`config.mk`:
```
export PLATFORM = sky130hd
export DESIGN_NAME = chan_mux_scanner
export DESIGN_NICKNAME = d
export VERILOG_FILES = /design/src/rtl/chan_mux_scanner.sv
export SDC_FILE = /design/constraint.sdc
export NUM_CORES = 1
export LEC_CHECK = 0
export BUFFER_PORTS_ARGS = -buffer_cell sky130_fd_sc_hd__buf_2
export CORE_MARGIN = 2
export CORE_UTILIZATION = 39
export CTS_BUF_LIST = sky130_fd_sc_hd__clkbuf_8 sky130_fd_sc_hd__clkbuf_16
export CTS_CLUSTER_SIZE = 40
export DETAILED_ROUTE_END_ITERATION = 6
export PLACE_DENSITY = 0.88
export SLEW_MARGIN = 10
export SYNTH_ARGS = -nofsm -noshare
export SYNTH_HDL_FRONTEND = slang
export SYNTH_SLANG_ARGS = --single-unit
```
`constraint.sdc`:
```
create_clock -name clk -period 1.53 [get_ports clk]
set_input_delay 0.306 -clock clk [delete_from_list [all_inputs] [get_ports clk]]
set_output_delay 0.306 -clock clk [all_outputs]
set_load 0.02 [all_outputs]
```
`src/rtl/chan_mux_scanner.sv`:
```
// chan_mux_scanner: registered CHANNELS:1 multiplexer for WIDTH-bit buses with
// a valid/ready output handshake and lossless back-pressure.
// Optional auto-scan mode (sweeps every channel, DWELL cycles each) is built
// only when the macro MUX_SCAN_EN is defined; otherwise the block is direct-only.
module chan_mux_scanner #(
    parameter int WIDTH    = 8,
    parameter int CHANNELS = 8,
    parameter int SEL_W    = 3,
    parameter int DWELL    = 4
) (
    input  logic                      clk,
    input  logic                      rst,
    input  logic [CHANNELS*WIDTH-1:0] in_data,
    input  logic [SEL_W-1:0]          sel,
    input  logic                      mode,
    input  logic                      out_ready,
    output logic [WIDTH-1:0]          out_data,
    output logic [SEL_W-1:0]          out_ch,
    output logic                      out_valid
);

    typedef enum logic {
        S_DIRECT = 1'b0,
        S_SCAN   = 1'b1
    } state_t;

    state_t             state_q, state_d;
    logic [WIDTH-1:0]   data_q, data_d;
    logic [SEL_W-1:0]   ch_q, ch_d;
    logic               vld_q, vld_d;

    logic               free;
    logic               cap;
    logic [SEL_W-1:0]   cap_ch;
    logic [WIDTH-1:0]   cap_data;

`ifdef MUX_SCAN_EN
    localparam int CNT_W = $clog2(DWELL) + 1;
    logic [SEL_W-1:0]   ptr_q, ptr_d;
    logic [CNT_W-1:0]   cnt_q, cnt_d;
`else
    localparam int unused_dwell = DWELL;
    logic unused_mode;
    assign unused_mode = mode;
`endif

    // The output register may take a new sample when it is empty or being drained.
    assign free = !vld_q || out_ready;

    // Next-state logic: decide whether to capture, and which channel.
    always_comb begin
        state_d = state_q;
        cap     = 1'b0;
        cap_ch  = sel;
`ifdef MUX_SCAN_EN
        ptr_d   = ptr_q;
        cnt_d   = cnt_q;
        case (state_q)
            S_DIRECT: begin
                if (mode) begin
                    // Entry edge never captures; the sweep restarts at channel 0.
                    state_d = S_SCAN;
                    ptr_d   = '0;
                    cnt_d   = '0;
                end else if (free) begin
                    cap = 1'b1;
                end
            end
            S_SCAN: begin
                if (!mode) begin
                    state_d = S_DIRECT;
                end else if (cnt_q != CNT_W'(DWELL - 1)) begin
                    cnt_d = cnt_q + 1'b1;
                end else if (free) begin
                    cap    = 1'b1;
                    cap_ch = ptr_q;
                    ptr_d  = (ptr_q == SEL_W'(CHANNELS - 1)) ? '0 : ptr_q + 1'b1;
                    cnt_d  = '0;
                end
                // Dwell expired but consumer stalled: hold ptr/cnt so no channel is lost.
            end
            default: state_d = S_DIRECT;
        endcase
`else
        state_d = S_DIRECT;
        cap     = free;
`endif
    end

    // Channel select tree; indices beyond the last channel read as zero.
    always_comb begin
        cap_data = '0;
        for (int i = 0; i < CHANNELS; i++) begin
            if (cap_ch == SEL_W'(i)) begin
                cap_data = in_data[i*WIDTH +: WIDTH];
            end
        end
    end

    // Output register next values: load on capture, drop valid on acceptance.
    always_comb begin
        data_d = data_q;
        ch_d   = ch_q;
        vld_d  = vld_q;
        if (cap) begin
            data_d = cap_data;
            ch_d   = cap_ch;
            vld_d  = 1'b1;
        end else if (vld_q && out_ready) begin
            vld_d  = 1'b0;
        end
    end

    // State and output registers; reset discards any pending sample.
    always_ff @(posedge clk) begin
        if (rst) begin
            state_q <= S_DIRECT;
            data_q  <= '0;
            ch_q    <= '0;
            vld_q   <= 1'b0;
`ifdef MUX_SCAN_EN
            ptr_q   <= '0;
            cnt_q   <= '0;
`endif
        end else begin
            state_q <= state_d;
            data_q  <= data_d;
            ch_q    <= ch_d;
            vld_q   <= vld_d;
`ifdef MUX_SCAN_EN
            ptr_q   <= ptr_d;
            cnt_q   <= cnt_d;
`endif
        end
    end

    assign out_data  = data_q;
    assign out_ch    = ch_q;
    assign out_valid = vld_q;

endmodule
```
# Yosys cells after proc, flatten, opt, wreduce, memory -nomap -nowiden

Index checks and enable logic that the tools add are counted.

Mux-type cells: 10
Reduce and logical (&&, ||, !) cells: 5
Eq/ne operators: 7

Operator list:

| operator                                             | count |
|---|---|
| two-way mux 8 bit                                    | 8 |
| equality test 3 bit (second input constant)          | 4 |
| equality test 3 x 2 -> 1 bit (second input constant) | 2 |
| equality test 3 x 1 -> 1 bit (second input constant) | 1 |
| zero test 3 bit                                      | 1 |
| two-way mux 1 bit                                    | 2 |
| nonzero test 2 bit                                   | 1 |
| logical AND 1 bit                                    | 1 |
| zero test 1 bit                                      | 1 |
| logical OR 1 bit                                     | 1 |

Flip-flop bits (word level): 12
Word-level logic and storage cells: 25
Output and inout bits: 12
Input bits: 71

# Depth between registers and ports, before layout

Depth after elaboration: 9
Depth in mapped cells: 5
Depth with buffers taken out: 3

# Worst setup path before layout

No wires, ideal clock.

Kind: in2reg
Start point: input sel[2]
End point: register data_q[7], in the netlist out_data[7]
Data arrival time: 1.126 ns
Slack: 0.283 ns
Path buffers: 2
Setup time: 0.121 ns
Required time: 1.409 ns
Stages: 5
Path through: clkbuf_2 > buf_2 > mux4_2 > mux2i_1 > a21oi_1

Longest elaborated chain between the ends: 9
Elaborated cells between the ends (all ways): 16
Classes of those cells: 7 x eq/ne; 8 x mux; 1 x reduce/logical

Ends and longest elaborated chain:

| element                         | RTL line | RTL |
|---|---|---|
| from (decl)                     | 14       | `input logic [SEL_W-1:0] sel,` |
| zero test 3 bit                 | 94       | `if (cap_ch == SEL_W'(i)) begin` |
| two-way mux 8 bit (7 in series) | 94       |  |
| two-way mux 8 bit *             | 94       |  |
| to (signal assigned)            | 127      | `data_q <= data_d;` |
| to (decl)                       | 28       | `logic [WIDTH-1:0] data_q, data_d;` |

Mark *: on every way between the ends. The rest lies on a longest branch, timed or not.
A chain may end at the register's enable or synchronous reset.

# Worst setup path after layout

Start point: input sel[0]
End point: register data_q[7], in the netlist out_data[7]

Same word-level chain as after synthesis.

==> summary.txt <==
Clocking
  – CTS Buf Count: 3
  – Clock Tree Buf Depth: 2
  – Post-CTS Setup Repair Bufs: 0
  – Clk_lat worst skew: 0.25 ns
  – Root buffer cell: clkbuf_8
  – CTS resizes: 0
  – CTS tree: yes
  – Clock transition at the registers of the reported paths: 0.05 ns
  – Hold_buf cts: 0
  – H-tree depth: 1
  – CTS Sinks: 12

Floorplanning
  – DIE WIDTH: 56.13 µm
  – Io pins: 83
  – Initial Util: 0.4201
  – Core area: 0.002522 mm²
  – Area of the die: 0.003151 mm²
  – Die Y: 56.13 µm
  – Rows: 18

Synth
  – Syn Area/Cell: 9.215 µm²
  – Post-synthesis simple-gate area fraction: 0.2633
  – Xor and xnor area share after synthesis: 0
  – Adder-Cell Fraction of Synth Area: 0
  – Synth cell types: 27
  – Synth Cell Area: 0.001060 mm²
  – Cells after Synth: 115
  – Synth Area in Compound Gates: 0.1877
  – Top post-synthesis cells by area: dfxtp_1 23%, mux4_2 8.5%, mux2_2 7.4%, mux2i_1 6.6%, a21oi_1 5.2%
  – Syn nets: 186
  – Post-synthesis sequential area ratio: 0.2267
  – #FFs+latches synth: 12
  – Largest family of logic cells by synthesized area: simple AND/OR/NAND/NOR gates
  – Yosys Warn Count: 0
  – Post-synth top area cell: dfxtp_1
  – Yosys top cell area share: 0.2267
  – Mux share of post-synthesis cell area: 0.2503

Worst setup path
  – Critical Path AT: 1.35 ns
  – Reg2reg end: out_data[4]
  – Critical-path cell list: buf_2, buf_12, mux4_2, mux2i_1, a21oi_1
  – Crit path from: sel[0]
  – Slowest Stage Delay on Critical Path: 0.53 ns
  – Critical path class: primary input to flip-flop
  – Worst reg2reg startpoint: out_valid
  – Reg-to-reg setup timing slack: 0.45 ns
  – Crit path required time: 1.66 ns
  – CP bufs+invs: 2
  – CP Capture Type: flip-flop
  – CP Launch Type: primary input
  – Worst r2r path cells: 4
  – Max stage delay cell, worst path: mux4_2
  – Cell family with most CP delay: multiplexers
  – CP Max Fanout: 33

Pwr
  – VDD IR max: 539.9 µV
  – Overall Power: 1.053 mW
  – LEAKAGE: 0.7383 nW
  – PwrDens: 689.0 mW/mm²

Placed design
  – Routability congestion estimate: 0.7601
  – # port buffers: 81
  – Detailed placer's ending HPWL: 2.573 mm
  – Pre-CTS setup slack: 0.05277 ns

Layout
  – N_diodes: 0
  – Layout area overhead: 44.16%
  – Nets@finish: 264
  – Most common cell after layout, fill and taps aside: buf_2
  – Share of cells above drive strength 1: 0.5260
  – Commonest cells after routing, fill and taps aside: 81 x buf_2, 12 x dfxtp_1, 11 x a21oi_1
  – Finished Core Util: 0.6057

Routing
  – Wire length per cell: 14.63 µm
  – 1st-iter DRT viols: 27
  – Total Wirelength: 3.247 mm
  – DR vias: 1212
  – Vias per cell: 5.459
  – Final ANT Viol Nets: 0
  – Drt pass-1 iters: 4
  – DRC viols: 0

STA
  – Final Critical Period: 1.219 ns
  – RSZ-0062 raised after global routing: no
  – Worst slew margin: 0.7352
  – Slew Limit Fails: 0
  – Setup WS post-layout: 0.3115 ns
  – Hold Vio Cnt, Final: 0
  – Final worst path period share: 0.7964
  – Final setup violation count: 0
  – Clock Skews: 0.001793 ns
  – Hold Slack: 0.3597 ns
  – Setup TNS: 0 ns
  – Fmax: 0.8207 GHz
  – Worst-Margin Slew: 0.3973 ns

Global route
  – Largest net degree at the start of global routing: 34
  – Overflow after GRT: 0
  – Vias in the first global route: 1249
  – First-pass GRT wire length: 5.154 mm
  – Antenna violations before repair: 0
  – Total GRT Usage: 0.2106

Hold path
  – Min-delay src: rst
  – Hold depth: 2
  – Worst hold path type: primary input to flip-flop
  – Hold EP: out_ch[1]

Run
  – Max-cap violations: 0

Outcome
  – Status: completed
worst register-to-register path, cell delays in order, from the launching register on:
cell      delay, ns
dfxtp_1        0.36
nand2b_1       0.11
buf_4          0.18
nand4_1        0.11
o32ai_1        0.23
where the power goes:
group,internal [mW],switching [mW]
Clock,0.228,0.125
Sequential,0.340,0.0139
Combinational,0.181,0.164
logic make-up (layout without fill, tap and decap cells):
| group | count (synthesis) | count (layout) |
|---|---|---|
| buffers and inverters | 13 | 90 |
| multiplexers | 19 | 19 |
| flip-flops | 12 | 12 |
| AO/OA/AOI/OAI | 30 | 30 |
| AND/OR/NAND/NOR | 41 | 41 |
how the worst max path moves through the flow:
stage	end	slack, ns	depth (start not counted)
6_report	out_data[7]	0.31	5
3_5_place_dp	out_data[7]	0.05	5
4_1_cts	out_data[7]	0.32	5
2_1_floorplan	out_data[7]	0.28	5
5_1_grt	out_data[1]	0.22	5
3_3_place_gp	out_data[7]	0.06	5
final cells by class:
cell class | instances | area [µm²]
repair buffers | 85 | 447.9
inverters | 1 | 3.754
fillers | 244 | 994.7
well taps | 30 | 37.54
flip-flops and latches | 12 | 240.2
clock buffers | 4 | 55.05
multi-input cells | 90 | 743.2
routing by layer:
| metal | GRT usage | part of all wire | wire [µm] |
|---|---|---|---|
| met1 | 0.2183 | 0.38 | 1229 |
| met2 | 0.3782 | 0.50 | 1619 |
| met3 | 0.07442 | 0.11 | 342 |
| met4 | 0.09184 | 0.017 | 56 |
| met5 | 0 | 0 | 0 |
synthesized netlist by cell type, drive strengths merged:
master and n:
a21oi 11, a221oi 1, a31oi 5, and2 1, and3b 5, buf 9, clkbuf 3, clkinv 1
dfxtp 12, mux2 7, mux2i 7, mux4 5, nand2 6, nand2b 7, nand3b 5, nand4 5
nor2b 2, o21a 5, o21ai 3, o32ai 5, or3 5, or4b 5
stage by stage:
stage | cells | instance area [µm²]
2_1_floorplan | 115 | 1060
3_3_place_gp | 218 | 1473
3_5_place_dp | 218 | 1473
4_1_cts | 222 | 1528
5_1_grt | 222 | 1528
6_report | 222 | 1528
sequential cells by signal (all words and copies together) (netlist names):
name,flops
out_valid,1
out_data,8
out_ch,3
Power figures use the tool's default switching activity.
